--- config.mk ---
export PLATFORM = sky130hd
export DESIGN_NAME = fifo_status_led_ctrl
export DESIGN_NICKNAME = d
export VERILOG_FILES = /design/src/rtl/fifo_led_pkg.sv /design/src/rtl/led_pulse_stretch.sv /design/src/rtl/fifo_status_led_ctrl.sv
export SDC_FILE = /design/constraint.sdc
export NUM_CORES = 1
export LEC_CHECK = 0
export ABC_AREA = 0
export CORE_MARGIN = 2
export CORE_UTILIZATION = 51
export DETAILED_ROUTE_END_ITERATION = 12
export GPL_TIMING_DRIVEN = 0
export PLACE_DENSITY = 0.75
export SETUP_SLACK_MARGIN = 0.4
export SLEW_MARGIN = 10
export SYNTH_ARGS = -nofsm -noshare
export SYNTH_HDL_FRONTEND = slang
export SYNTH_SLANG_ARGS = --single-unit
--- constraint.sdc ---
create_clock -name led_clk -period 2.05 [get_ports led_clk]
set_clock_uncertainty 0.15 [all_clocks]
set_input_delay 0.205 -clock led_clk [delete_from_list [all_inputs] [get_ports led_clk]]
set_output_delay 0.205 -clock led_clk [all_outputs]
set_load 0.05 [all_outputs]
--- src/rtl/fifo_led_pkg.sv ---
// Shared types and width helpers for the FIFO status LED controller.
package fifo_led_pkg;

  typedef enum logic [1:0] {
    IDLE      = 2'd0,
    PULSE_ON  = 2'd1,
    PULSE_OFF = 2'd2,
    GAP       = 2'd3
  } blink_state_t;

  function automatic int clog2(input int value);
    int res;
    res = 0;
    for (int i = 0; i < 31; i++) begin
      if ((1 << i) < value) res = i + 1;
    end
    return res;
  endfunction

  // Bits needed to hold values 0..max_value, never narrower than one bit.
  function automatic int bits_for(input int max_value);
    int w;
    w = clog2(max_value + 1);
    return (w < 1) ? 1 : w;
  endfunction

endpackage

--- src/rtl/led_pulse_stretch.sv ---
// Holds an LED on for STRETCH_TICKS ticks after its source level drops.
module led_pulse_stretch
  import fifo_led_pkg::*;
#(
  parameter int STRETCH_TICKS = 2
) (
  input  logic led_clk,
  input  logic sys_rst,
  input  logic src,
  input  logic tick,
  output logic led
);

  localparam int HW = bits_for(STRETCH_TICKS);

  logic [HW-1:0] hold;

  // With no tick (run enable low) the hold simply freezes and the LED stays lit.
  always_ff @(posedge led_clk or posedge sys_rst) begin
    if (sys_rst) begin
      hold <= '0;
      led  <= 1'b0;
    end else if (src) begin
      hold <= HW'(STRETCH_TICKS);
      led  <= 1'b1;
    end else if (tick && (hold != '0)) begin
      hold <= hold - HW'(1);
      led  <= (hold != HW'(1));
    end
  end

endmodule

--- src/rtl/fifo_status_led_ctrl.sv ---
// Multi-channel FIFO health indicator: heartbeat, sticky per-channel errors
// blinked out as a channel code, and pulse-stretched full/empty LEDs.
//
// state     | meaning
// IDLE      | no burst running; waits for a tick while an error is latched
// PULSE_ON  | error LED lit for PULSE_TICKS ticks
// PULSE_OFF | error LED dark for PULSE_TICKS ticks between pulses
// GAP       | error LED dark for CODE_GAP_TICKS ticks after a burst
module fifo_status_led_ctrl
  import fifo_led_pkg::*;
#(
  parameter int NUM_CH         = 4,
  parameter int SYNC_STAGE     = 2,
  parameter int TICK_DIV       = 1048576,
  parameter int PULSE_TICKS    = 1,
  parameter int CODE_GAP_TICKS = 4,
  parameter int STRETCH_TICKS  = 2,
  localparam int CW            = bits_for(NUM_CH)
) (
  input  logic              led_clk,
  input  logic              sys_rst,
  input  logic              enable,
  input  logic [NUM_CH-1:0] ch_error,
  input  logic [NUM_CH-1:0] ch_full,
  input  logic [NUM_CH-1:0] ch_empty,
  input  logic              err_clr,
  output logic              led_blink,
  output logic              led_error,
  output logic              led_full,
  output logic              led_empty,
  output logic [NUM_CH-1:0] err_mask,
  output logic [CW-1:0]     err_code
);

  localparam int SW  = 3 * NUM_CH + 1;
  localparam int TCW = bits_for(TICK_DIV - 1);
  localparam int PW  = bits_for((PULSE_TICKS > CODE_GAP_TICKS) ? PULSE_TICKS : CODE_GAP_TICKS);

  logic [SW-1:0]     sync_in;
  logic [SW-1:0]     sync_out;
  logic              enable_s;
  logic [NUM_CH-1:0] ch_error_s;
  logic [NUM_CH-1:0] ch_full_s;
  logic [NUM_CH-1:0] ch_empty_s;

  assign sync_in = {enable, ch_error, ch_full, ch_empty};

  for (genvar b = 0; b < SW; b++) begin : g_sync
    logic [SYNC_STAGE-1:0] chain;
    always_ff @(posedge led_clk or posedge sys_rst) begin
      if (sys_rst) chain <= '0;
      else         chain <= {chain[SYNC_STAGE-2:0], sync_in[b]};
    end
    assign sync_out[b] = chain[SYNC_STAGE-1];
  end

  assign {enable_s, ch_error_s, ch_full_s, ch_empty_s} = sync_out;

  logic [TCW-1:0] tick_cnt;
  logic           tick;

  assign tick = enable_s && (tick_cnt == TCW'(TICK_DIV - 1));

  always_ff @(posedge led_clk or posedge sys_rst) begin
    if (sys_rst) begin
      tick_cnt  <= '0;
      led_blink <= 1'b0;
    end else begin
      if (!enable_s || tick) tick_cnt <= '0;
      else                   tick_cnt <= tick_cnt + TCW'(1);
      if (tick) led_blink <= ~led_blink;
    end
  end

  // A channel still reporting an error re-sets its bit in the same cycle as a clear.
  always_ff @(posedge led_clk or posedge sys_rst) begin
    if (sys_rst) err_mask <= '0;
    else         err_mask <= (err_mask & ~{NUM_CH{err_clr}}) | ch_error_s;
  end

  always_comb begin
    err_code = '0;
    for (int i = NUM_CH - 1; i >= 0; i--) begin
      if (err_mask[i]) err_code = CW'(i + 1);
    end
  end

  blink_state_t  state;
  blink_state_t  state_nxt;
  logic [PW-1:0] tcnt;
  logic [PW-1:0] tcnt_nxt;
  logic [CW-1:0] pcnt;
  logic [CW-1:0] pcnt_nxt;
  logic          led_error_nxt;

  always_ff @(posedge led_clk or posedge sys_rst) begin
    if (sys_rst) begin
      state     <= IDLE;
      tcnt      <= '0;
      pcnt      <= '0;
      led_error <= 1'b0;
    end else begin
      state     <= state_nxt;
      tcnt      <= tcnt_nxt;
      pcnt      <= pcnt_nxt;
      led_error <= led_error_nxt;
    end
  end

  // tcnt is a per-phase down-counter in ticks; the phase ends on the tick seen at zero.
  always_comb begin
    state_nxt = state;
    tcnt_nxt  = tcnt;
    pcnt_nxt  = pcnt;
    if (err_clr) begin
      state_nxt = IDLE;
      tcnt_nxt  = '0;
    end else if (tick) begin
      case (state)
        IDLE: begin
          if (err_mask != '0) begin
            state_nxt = PULSE_ON;
            pcnt_nxt  = err_code;
            tcnt_nxt  = PW'(PULSE_TICKS - 1);
          end
        end
        PULSE_ON: begin
          if (tcnt == '0) begin
            state_nxt = PULSE_OFF;
            pcnt_nxt  = pcnt - CW'(1);
            tcnt_nxt  = PW'(PULSE_TICKS - 1);
          end else begin
            tcnt_nxt = tcnt - PW'(1);
          end
        end
        PULSE_OFF: begin
          if (tcnt == '0) begin
            if (pcnt == '0) begin
              state_nxt = GAP;
              tcnt_nxt  = PW'(CODE_GAP_TICKS - 1);
            end else begin
              state_nxt = PULSE_ON;
              tcnt_nxt  = PW'(PULSE_TICKS - 1);
            end
          end else begin
            tcnt_nxt = tcnt - PW'(1);
          end
        end
        GAP: begin
          if (tcnt == '0) state_nxt = IDLE;
          else            tcnt_nxt  = tcnt - PW'(1);
        end
        default: begin
          state_nxt = IDLE;
          tcnt_nxt  = '0;
        end
      endcase
    end
  end

  // Decoding the next state keeps led_error registered yet aligned with the state.
  always_comb begin
    led_error_nxt = (state_nxt == PULSE_ON);
  end

  led_pulse_stretch #(
    .STRETCH_TICKS(STRETCH_TICKS)
  ) u_full_stretch (
    .led_clk(led_clk),
    .sys_rst(sys_rst),
    .src    (|ch_full_s),
    .tick   (tick),
    .led    (led_full)
  );

  led_pulse_stretch #(
    .STRETCH_TICKS(STRETCH_TICKS)
  ) u_empty_stretch (
    .led_clk(led_clk),
    .sys_rst(sys_rst),
    .src    (|ch_empty_s),
    .tick   (tick),
    .led    (led_empty)
  );

endmodule

==> run_results.csv <==
group,metric,value,unit
status,outcome,"finished, final reports clean",
synthesis,synth.net_count,269,
global_routing,grt.total_usage,22.7,%
place,dp_cells,340,
run,cap_viol_max_count,0,
place,post_dp_cell_area,3230,sq um
synthesis,syn_area,2800,sq um
die,die_area,6090,sq um
synthesis,synth_edf_count,0,
routing,ant_nets,0,
setup_path,end_kind,"register",
power,p_per_area,636,nW/um^2
place,hpwl,3.31,mm
timing,timing.final.max_slew_violations,0,
power,power_frac_comb,6.2,%
timing,rsz0062_at_grt,"yes",
timing,hold_viol_final,0,
routing,firstDrtPassIters,4,
setup_path,worstSetupPathType,"reg -> reg",
synthesis,yosys.area_share.simple,16.6,%
min_path,hp-start,"ch_full[1]",
die,initial_core_util,53.7,%
die,num_rows,26,
clock_network,cts_buffers,9,
die,core_area,5200,sq um
setup_path,cp_max_fo,5,
place,gp_congestion,0.770,
setup_path,worst_ep_required_time,2.18,ns
power,p_clk_share,40.3,%
finish,fin_cells,404,
synthesis,synth_mux_area_share,1.07,%
global_routing,grt_pass1_vias,2224,
routing,drc,0,
clock_network,clkSinkCount,66,
synthesis,synthArstFlopShare,100,%
timing,fin_tns_setup,0,ns
global_routing,grt_max_degree,40,
power,pwr-share-seq,53.5,%
global_routing,grt_overflow,0,
clock_network,clk_path_buf_depth,2,
timing,maxSlewHeadroom,43.8,%
power,switchingPower,0.000614,W
finish,insertedDiodeCount,0,
synthesis,yosysWarnings,0,
setup_path,r2r-start,"tick_cnt[7]",
setup_path,rrSetupSlack,0.11,ns
timing,fin_crit,1.94,ns
min_path,min_path_type,"in -> reg",
die,io_pins,27,
clock_network,cts-root-buf,"clkbuf_8",
timing,fmax,516,MHz
setup_path,cp-start-kind,"register",
min_path,hold_end,"g_sync[5].chain[0]",
clock_network,h-tree-depth,3,
power,switching_share,24.1,%
timing,fin_ws,0.113,ns
clock_network,cts_tree,"yes",
synthesis,yosys_register_bits,66,
min_path,hold-path-cell-count,1,
timing,hold_ws,0.144,ns
setup_path,rr_endpoint,"tcnt[2]",
synthesis,synth-compound-area-share,10.5,%
finish,layout.nets,354,
synthesis,synth_flop_cell,"dfrtp_1",
synthesis,ys_types,46,
power,p_leak,1.86,nW
clock_network,clk_pin_slew,0.07,ns
place,numPortBuffers,25,
synthesis,syn_inst,244,
die,dieHeight,78.1,microns
setup_path,worst_r2r_path_depth,7,
setup_path,cp.arrival,2.06,ns
synthesis,seq_area_frac_synth,59.0,%
clock_network,holdBufCountCts,0,
global_routing,grt_pass1_wl,10.4,mm
synthesis,synth_xor_area_share,5.32,%
timing,worst_pin_slew,0.841,ns
clock_network,clkLatencyLatePin,0.34,ns
finish,final_area,4010,sq um
global_routing,grt_antenna_before_repair,0,
synthesis,syn_avg_cell_area,11.5,sq um
die,fp.dieW,78.1,microns
synthesis,synth_top_family_by_area,"simple AND/OR/NAND/NOR gates",
routing,totalWireLength,6.41,mm
routing,post_drt_via_cell_ratio,5.43,
place,dp_slack,-0.0823,ns
power,vdd_drop_max,0.000779,V
synthesis,synth-adder-area-share,4.38,%
finish,drive_above_1_share,39.8,%
routing,drt-initial-drc-count,114,
timing,setup_violations,0,
finish,area_delta_synth_final,43.3,%
routing,wire_per_inst,15.9,microns
timing,post-route-period-util,94.5,%
routing,vias,2193,
power,internal-power,0.00194,W
## power groups by stage
stage | registers [W] | clock network (W) | logic, W
after floorplan | 0.00140 | 0 | 0.0000641
after global placement | 0.00138 | 0 | 0.000141
after detailed placement | 0.00139 | 0 | 0.000147
after global routing | 0.00137 | 0.00112 | 0.000174
final | 0.00136 | 0.00103 | 0.000159
after CTS | 0.00136 | 0.00104 | 0.000156
## cell usage after synthesis, types with 4 or more instances
cell / instances / area (sq um)
nand2_1: 12 / 45.0
and3_1: 5 / 31.3
o21ai_0: 14 / 70.1
xnor2_1: 7 / 61.3
xor2_1: 10 / 87.6
nor4_1: 4 / 25.0
dfrtp_1: 66 / 1650
a21oi_1: 12 / 60.1
nand3_1: 7 / 35.0
nor2_1: 25 / 93.8
a21o_1: 5 / 37.5
inv_1: 16 / 60.1
ha_1: 9 / 113
or3_1: 5 / 31.3
## final cells by class
| class | count | area [sq um] |
|---|---|---|
| Buffer | 5 | 48.8 |
| Sequential cell | 66 | 1660 |
| Inverter | 16 | 63.8 |
| Tap cell | 70 | 87.6 |
| Clock inverter | 4 | 25.0 |
| Clock buffer | 12 | 165 |
| Fill cell | 323 | 1200 |
| Multi-Input combinational cell | 157 | 1310 |
| Timing Repair Buffer | 74 | 652 |
## worst max-delay path, stage by stage (launching register included)
cell	delay (ns)
dfrtp_1	0.40
nand4_4	0.15
buf_6	0.16
nor4_4	0.29
o2111ai_2	0.21
buf_4	0.18
a2111oi_4	0.17
a31o_1	0.14
## worst max-delay path by stage
stage | from | end | slack (ns) | cells after the start
4_1_cts | tick_cnt[10] | tcnt[2] | 0.19 | 7
5_1_grt | tick_cnt[7] | tcnt[2] | 0.05 | 7
2_1_floorplan | tick_cnt[0] | state[1] | 0.18 | 7
3_3_place_gp | err_mask[0] | err_code[2] | -0.07 | 3
6_report | tick_cnt[7] | tcnt[2] | 0.11 | 7
3_5_place_dp | tick_cnt[5] | tcnt[2] | -0.08 | 5
## layout by cell type (no fill, tap or decap), types with 3 or more instances in the layout
cell type	count
dfrtp_1	59
buf_4	41
nor2_1	23
clkbuf_8	14
clkdlybuf4s50_1	14
inv_1	12
xor2_1	10
o21ai_1	8
buf_6	7
nand2_1	7
a21oi_1	7
ha_1	7
dfrtp_2	7
o21ai_0	6
a21o_1	5
clkbuf_2	5
nand2_2	5
a21oi_2	5
xnor2_1	5
nand3_1	4
dlygate4sd2_1	4
nand4_1	3
inv_2	3
and3_1	3
nor4_1	3
or3_1	3
clkinvlp_4	3
mux2i_1	3
## through the flow
step	power (W)	utilization, %
2_1_floorplan	0.00146	-
3_3_place_gp	0.00152	61.7
3_5_place_dp	0.00153	62.0
4_1_cts	0.00256	73.8
5_1_grt	0.00266	77.0
6_report	0.00255	77.0
## routing by layer
metal | up-vias | global-route usage (%) | part of all wire, %
met3 | 17 | 5.29 | 3.1
met4 | 0 | 12.6 | 2.8
met2 | 46 | 37.2 | 55
met5 | - | 0 | 0
li1 | 1019 | - | -
met1 | 1111 | 27.7 | 39
## registers in the layout (all words and copies together) (netlist names)
name                  flops
err_mask                  4
state                     2
led_blink                 1
u_empty_stretch.hold      2
pcnt                      3
tick_cnt                 20
led_error                 1
g_sync.chain             26
tcnt                      3
u_full_stretch.led        1
u_empty_stretch.led       1
u_full_stretch.hold       2
## cells by family after synthesis
| family | Yosys count |
|---|---|
| AND/OR/NAND/NOR | 80 |
| flip-flops | 66 |
| adder cells (fa/ha/maj) | 10 |
| buffers and inverters | 21 |
| AO/OA/AOI/OAI | 47 |
| XOR/XNOR | 17 |
| multiplexers | 3 |
## repair_timing
action                                  CTS  global route
setup buffers                            36            10
cloned                                    2             0
endpoints found under the setup margin   44            41
gates resized for setup                  62            37
pin swaps                                19            15
Note: power is estimated with default switching activity, not from simulation.
